**src/rtl/te_seq_pkg.sv**
```systemverilog
// te_seq_pkg: shared types and default constants for the radio timing
// engine sequencer.
//   te_seq_state_t  - sequencer FSM state encoding
//   *_DEF           - default parameter values for te_sequencer / te_seq_cnt
package te_seq_pkg;

  typedef enum logic [2:0] {
    IDLE     = 3'd0,
    PLL_WAIT = 3'd1,
    RAMP     = 3'd2,
    RX       = 3'd3,
    DISABLE  = 3'd4
  } te_seq_state_t;

  localparam int RAMP_CYCLES_DEF = 40;
  localparam int PLL_TIMEOUT_DEF = 1023;
  // Must hold max(RAMP_CYCLES, PLL_TIMEOUT) - 1.
  localparam int CNT_W_DEF       = 10;

endpackage

```
**src/rtl/te_seq_cnt.sv**
```systemverilog
// te_seq_cnt: loadable down-counter that saturates at zero. Shared by the
// ramp interval and the PLL-wait timeout.
// Ports:
//   ck, arst    - clock, async active-low reset (count clears to 0)
//   load        - load loadVal (wins over dec)
//   loadVal     - value to load
//   dec         - decrement by one; holds at 0, never wraps
//   zero        - count is 0
module te_seq_cnt
  import te_seq_pkg::*;
#(
  parameter int CNT_W = CNT_W_DEF
) (
  input  logic             ck,
  input  logic             arst,
  input  logic             load,
  input  logic [CNT_W-1:0] loadVal,
  input  logic             dec,
  output logic             zero
);

  logic [CNT_W-1:0] cnt_q, cnt_d;

  always_comb begin
    cnt_d = cnt_q;
    if (load)
      cnt_d = loadVal;
    else if (dec && (cnt_q != '0))
      cnt_d = cnt_q - 1'b1;
  end

  always_ff @(posedge ck or negedge arst) begin
    if (!arst) cnt_q <= '0;
    else       cnt_q <= cnt_d;
  end

  assign zero = (cnt_q == '0);

endmodule

```
**src/rtl/te_sequencer.sv**
```systemverilog
// te_sequencer: sequences the radio timing engine interface. Waits for PLL
// lock, raises radioEnable, times a ramp, raises radioRxEn, and tears down
// in order (RxEn first, then Enable) on stop, PLL loss or isolation.
// Optional build macro: TE_SEQ_TIMEOUT_EN (PLL-wait timeout with
// pllTimeout pulse; without it PLL_WAIT waits forever, pllTimeout stays 0).
// Ports:
//   ck, arst     - clock, async active-low reset
//   start, stop  - level requests to begin / end a sequence
//   pllSettled   - PLL lock (synchronous to ck)
//   tArstFs      - synchronous fast-clear, highest priority
//   isolateReq   - downstream isolation request; blocks start
//   isolateAck   - registered (isolateReq & state==IDLE)
//   radioEnable  - radio enable
//   radioRxEn    - receive enable
//   busy         - state != IDLE
//   pllLost      - 1-cycle pulse on PLL loss in RAMP/RX
//   pllTimeout   - 1-cycle pulse on PLL-wait timeout
// All outputs are registered.
module te_sequencer
  import te_seq_pkg::*;
#(
  parameter int RAMP_CYCLES = RAMP_CYCLES_DEF,
  parameter int PLL_TIMEOUT = PLL_TIMEOUT_DEF,
  parameter int CNT_W       = CNT_W_DEF
) (
  input  logic ck,
  input  logic arst,
  input  logic start,
  input  logic stop,
  input  logic pllSettled,
  input  logic tArstFs,
  input  logic isolateReq,
  output logic isolateAck,
  output logic radioEnable,
  output logic radioRxEn,
  output logic busy,
  output logic pllLost,
  output logic pllTimeout
);

  localparam logic [CNT_W-1:0] RAMP_LD = CNT_W'(RAMP_CYCLES - 1);
  localparam logic [CNT_W-1:0] TMO_LD  = CNT_W'(PLL_TIMEOUT - 1);

  te_seq_state_t    state_q, state_d;
  logic             en_q, en_d;
  logic             rx_q, rx_d;
  logic             busy_q, busy_d;
  logic             lost_q, lost_d;
  logic             tmo_q, tmo_d;
  logic             ack_q, ack_d;

  logic             cnt_load, cnt_dec, cnt_zero;
  logic [CNT_W-1:0] cnt_ld_val;

  te_seq_cnt #(.CNT_W(CNT_W)) u_cnt (
    .ck      (ck),
    .arst    (arst),
    .load    (cnt_load),
    .loadVal (cnt_ld_val),
    .dec     (cnt_dec),
    .zero    (cnt_zero)
  );

  always_comb begin
    state_d    = state_q;
    en_d       = en_q;
    rx_d       = rx_q;
    lost_d     = 1'b0;
    tmo_d      = 1'b0;
    cnt_load   = 1'b0;
    cnt_dec    = 1'b0;
    cnt_ld_val = RAMP_LD;
    ack_d      = isolateReq && (state_q == IDLE);

    if (tArstFs) begin
      // Fast-clear skips the ordered teardown.
      state_d = IDLE;
      en_d    = 1'b0;
      rx_d    = 1'b0;
    end else begin
      case (state_q)
        IDLE: begin
          if (start && !stop && !isolateReq) begin
            state_d = PLL_WAIT;
            // Timeout preload; unused when the timeout is compiled out.
            cnt_load   = 1'b1;
            cnt_ld_val = TMO_LD;
          end
        end
        PLL_WAIT: begin
          // stop beats a coincident pllSettled rise.
          if (stop || isolateReq)
            state_d = IDLE;
          else if (pllSettled) begin
            state_d    = RAMP;
            en_d       = 1'b1;
            cnt_load   = 1'b1;
            cnt_ld_val = RAMP_LD;
          end
`ifdef TE_SEQ_TIMEOUT_EN
          else if (cnt_zero) begin
            state_d = IDLE;
            tmo_d   = 1'b1;
          end else
            cnt_dec = 1'b1;
`endif
        end
        RAMP: begin
          // Abort beats the counter expiring on the same cycle.
          if (stop || isolateReq || !pllSettled) begin
            state_d = DISABLE;
            rx_d    = 1'b0;
            lost_d  = !pllSettled;
          end else if (cnt_zero) begin
            state_d = RX;
            rx_d    = 1'b1;
          end else
            cnt_dec = 1'b1;
        end
        RX: begin
          if (stop || isolateReq || !pllSettled) begin
            state_d = DISABLE;
            rx_d    = 1'b0;
            lost_d  = !pllSettled;
          end
        end
        DISABLE: begin
          // RxEn already low; drop Enable one cycle later.
          state_d = IDLE;
          en_d    = 1'b0;
          rx_d    = 1'b0;
        end
        default: begin
          state_d = IDLE;
          en_d    = 1'b0;
          rx_d    = 1'b0;
        end
      endcase
    end

    busy_d = (state_d != IDLE);
  end

  always_ff @(posedge ck or negedge arst) begin
    if (!arst) begin
      state_q <= IDLE;
      en_q    <= 1'b0;
      rx_q    <= 1'b0;
      busy_q  <= 1'b0;
      lost_q  <= 1'b0;
      tmo_q   <= 1'b0;
      ack_q   <= 1'b0;
    end else begin
      state_q <= state_d;
      en_q    <= en_d;
      rx_q    <= rx_d;
      busy_q  <= busy_d;
      lost_q  <= lost_d;
      tmo_q   <= tmo_d;
      ack_q   <= ack_d;
    end
  end

  assign isolateAck  = ack_q;
  assign radioEnable = en_q;
  assign radioRxEn   = rx_q;
  assign busy        = busy_q;
  assign pllLost     = lost_q;
  assign pllTimeout  = tmo_q;

endmodule

```
**config.mk**
```make
export PLATFORM = sky130hd
export DESIGN_NAME = te_sequencer
export DESIGN_NICKNAME = d
export VERILOG_FILES = /design/src/rtl/te_seq_pkg.sv /design/src/rtl/te_seq_cnt.sv /design/src/rtl/te_sequencer.sv
export SDC_FILE = /design/constraint.sdc
export NUM_CORES = 1
export LEC_CHECK = 0
export BUFFER_PORTS_ARGS = -buffer_cell sky130_fd_sc_hd__clkbuf_2
export CAP_MARGIN = 10
export CORE_ASPECT_RATIO = 0.9
export CORE_UTILIZATION = 40
export CTS_CLUSTER_DIAMETER = 50
export DETAILED_ROUTE_END_ITERATION = 16
export PLACE_DENSITY = 0.65
export SLEW_MARGIN = 20
export SYNTH_ARGS = -nofsm -noshare
export SYNTH_HDL_FRONTEND = slang
export SYNTH_SLANG_ARGS = --single-unit
```
**constraint.sdc**
```tcl
create_clock -name ck -period 1.8 [get_ports ck]
set_input_delay 0.36 -clock ck [delete_from_list [all_inputs] [get_ports ck]]
set_output_delay 0.36 -clock ck [all_outputs]
set_load 0.05 [all_outputs]
```
# Yosys cells after proc, flatten, opt, wreduce, memory -nomap -nowiden
# Cells that the tools add are included.
# W data, S select, Z words.
# word_totals
ff_bits,18
in_bits,7
output_inout_bits,6
elab_cells,70
# classes
addsub,1
eq_ne,9
mux,34
reduce_logical,19
# op_table
cell,count
$mux W10,5
$mux W3,7
$mux W1,18
$pmux W3 S4,1
$logic_not A10 Y1,1
$reduce_bool A10 Y1,1
$sub A10 B1 Y10 const B,1
$ne A3 B3 Y1 const B,3
$eq A3 B2 Y1 const B,2
$reduce_and A3 Y1,2
$logic_and A1 B1 Y1,4
$ne A2 B1 Y1 const B,2
$ne A4 B4 Y1 const B,1
$pmux W1 S2,2
$reduce_or A2 Y1,2
$eq A3 B1 Y1 const B,1
$logic_not A1 Y1,3
$logic_not A3 Y1,1
$pmux W1 S3,1
$reduce_bool A3 Y1,1
$reduce_or A3 Y1,1
$logic_or A1 B1 Y1,2
$reduce_bool A2 Y1,1

# Longest topological paths before layout
# logic_depth
ltp_word,8
ltp_mapped,6
ltp_nobuf,6

# Modules after synthesis
# A second synthesis with hierarchy kept.
# hier_totals
cells_unflattened,109
area_unflattened_um2,1036.0
# by_module_without_submodules
mod,instances,cells_per_inst,area_each_um2,seq_area_each_um2
te_seq_cnt,1,67,621.8,250.2
te_sequencer,1,42,414.1,200.2

# Least setup slack after synthesis
# OpenSTA, ideal clock, no wires.
# synth_path
path_type,reg-to-reg
start,register u_cnt.cnt_q[3]
end,register u_cnt.cnt_q[9]
setup_ns,0.087
t_arrival_ns,1.851
required_ns,1.713
slack_ns,-0.138
stages_incl_launch_ff,5
n_path_buf,0
synth_period_minus_slack_ns,1.938
cell_sequence,dfrtp_1 or4_4 or4_4 or3_1 o211ai_1
# synth_via
elab_chain_len,7
elab_cells_between_ends,11
cone_classes,add/sub: 1; mux: 6; reduce/logical: 4
# synth_rtl
element,line_no,text
"start, declared",te_seq_cnt.sv:22,"logic [CNT_W-1:0] cnt_q, cnt_d;"
"start signal, assigned",te_seq_cnt.sv:34,else cnt_q <= cnt_d;
branches (longest 7 deep; another with $sub A10 B1 Y10),--,
# Parallel ways; which one is timed is not known. The select of a mux whose other input is x is not followed.
# A chain may end at the register's enable or synchronous reset.

# Worst setup path after layout
# Same ends and word-level chain as after synthesis.

==> results.toml <==
[global_routing]
first_global_vias = 869
grt_pass1_wl_um = 4270
grt_max_degree = 19
grt_overflow = 0
antenna_found_initial = 0
grt_usage_pct = 21.9

[sta]
drv_slew = 0
setup_tns_ns = -0.295
rsz0062_at_grt = "yes"
period_share_pct = 109
hold_slack_ns = -0.0125
fmax_mhz = 509
finClkSkew_ns = 0.00344
setup_viol_count_final = 3
fin_crit_ns = 1.97
hold_violations = 18
worst_slack_ns = -0.166

[setup_path]
reg2reg_to = "u_cnt.cnt_q[9]"
cp_num_buf_inv = 0
cp-end-kind = "flip-flop"
worstPathMaxFanout = 4
arrival_ns = 2.19
path_class = "flip-flop to flip-flop"
r2r-start = "u_cnt.cnt_q[3]"
slowest_stage = "or4_4"
required_ns = 2.02
startpoint = "u_cnt.cnt_q[3]"
crit_path_start_kind = "flip-flop"
rrSetupSlack_ns = -0.17
worstPathCellList = "or4_4 > or4_4 > or3_1 > o211ai_1"
cpMostUsedCell = "or4_4"
cp_top_family = "simple AND/OR/NAND/NOR gates"
slowest_delay_ns = 0.54
rr_worst_depth = 4

[cts]
clock_path_buffers = 2
cts_buffers = 3
clk_pin_slew_worst_paths_ns = 0.11
insertion_delay_ns = 0.30
h-tree-depth = 1
root_buffer = "clkbuf_4"
cts-hold-fix-buffers = 0
tritoncts = "done"
cts_sinks = 18

[pwr]
p_leak_nw = 0.549
ir_drop_uv = 537
power_density_mw_per_mm2 = 641

[route]
vias = 931
ant_nets = 0
vias_per_cell = 5.82
dr.pass1.iters = 4
totalWireLength_um = 2510
wl_per_cell_um = 15.7
drc = 0
drt-initial-drc-count = 9

[cells_and_area]
area_growth_pct = 28.4
finalNonFillerCells = 160
nNetsFinal = 143
drive_above_1_share_pct = 36.8
n_antenna_cell = 0
final_core_util_pct = 57.2

[status]
status = "finished with violations"
violations = "hold timing, setup timing"

[yosys]
yosysTopAreaCell = "dfrtp_1"
synth_edf_count = 0
synth_area_mm2 = 0.00102
synth_cells = 108
synthesis.nets = 117
yosys-top-cells-area = "dfrtp_1 44%, o211ai_1 3.7%, nand3_1 3.4%"
ys_dominant_reg_cell = "dfrtp_1"
ys_warn_count = 0
synth_seq_cells = 18
yosysTopAreaCellShare_pct = 44.3
synth.distinct_cells = 38
synthArstFlopShare_pct = 100
syn_avg_cell_area_um2 = 9.41
seq_area_frac_synth_pct = 44.3

[die]
dieArea_mm2 = 0.00275
start_util_pct = 44.5
core_area_mm2 = 0.00228
die_h_um = 49.8
rows = 16
io-pin-count = 13
die_w_um = 55.1

[place]
dp.cells = 156
dp_slack_ns = -0.170
gp_congestion = 0.881
portBuffers = 11
dpl.hpwl_um = 1850

[min_path]
hp-class = "input pin to async pin"

[flow_run]
max_cap_viol_count = 0
[final cells by class]
class | instances | area, um2
Clock buffer | 4 | 36.3
Fill cell | 211 | 977
Inverter | 4 | 17.5
Multi-Input combinational cell | 80 | 589
Sequential cell | 18 | 453
Tap cell | 27 | 33.8
Timing Repair Buffer | 27 | 175
[registers in the layout (all words and copies together) (netlist names)]
name,cells
u_cnt.cnt_q,10
radioEnable,1
pllLost,1
isolateAck,1
busy,1
state_q,3
radioRxEn,1
[worst max-delay path by stage]
stage | to | slack [ns] | cells past startpoint
floorplan | u_cnt.cnt_q[9] | -0.12 | 4
global placement | u_cnt.cnt_q[9] | -0.12 | 4
detailed placement | u_cnt.cnt_q[9] | -0.17 | 4
CTS | u_cnt.cnt_q[9] | -0.15 | 4
global route | u_cnt.cnt_q[7] | -0.20 | 4
finish | u_cnt.cnt_q[9] | -0.17 | 4
[cells in the final DEF (no fill, tap or decap), types with 3 or more instances in the layout]
master,n
a31oi_1,4
or4_1,3
o211ai_1,5
nand3_1,7
or4_4,3
nand2_1,7
clkbuf_2,11
o311ai_1,3
a21oi_1,6
buf_4,16
clkbuf_4,3
nor3_1,5
nor2_1,7
dfrtp_1,16
[through the flow]
stage          instance area (um2)  power [mW]  hold slack, ns
2_1_floorplan                 1020       0.522          0.0644
3_3_place_gp                  1200       0.570           0.317
3_5_place_dp                  1200       0.575           0.333
4_1_cts                       1250       0.824          0.0101
5_1_grt                       1310       0.877          0.0129
6_report                      1310       0.836         -0.0125
[synthesized netlist by cell type (2+ instances only)]
cell	n
dfrtp_1	18
nand2_1	7
nand3_1	7
nor2_1	7
a21oi_1	6
nor3_1	5
o211ai_1	5
a31oi_1	4
clkbuf_1	4
inv_1	4
or4_1	4
nor3b_1	3
o311ai_0	3
and3_1	2
ha_1	2
mux2i_1	2
o21ai_0	2
or3_1	2
or4_4	2
[per-layer routing]
layer  track usage, %  routed length, um
met4             2.50                 15
met2             33.7               1230
met1             30.9               1200
met5                0                  0
met3             6.48                 68
[where the power goes]
group / switching [mW] / internal [mW]
Clock: 0.129 / 0.123
Sequential: 0.0347 / 0.429
Combinational: 0.0697 / 0.0502
[what timing repair did]
item | in CTS | in global routing
endpoints found under the setup margin | 7 | 11
pin swaps | 2 | 6
setup buffers | 0 | 1
gates resized for setup | 7 | 15
[logic make-up after synthesis]
kind of cell    synth area share, %
buf+inv                        4.19
fa+ha+maj                      2.46
simple gates                   29.9
other cells                   0.369
flops                          44.3
mux                            1.97
compound gates                 16.8
No activity file was read; power rests on OpenSTA's default activity.
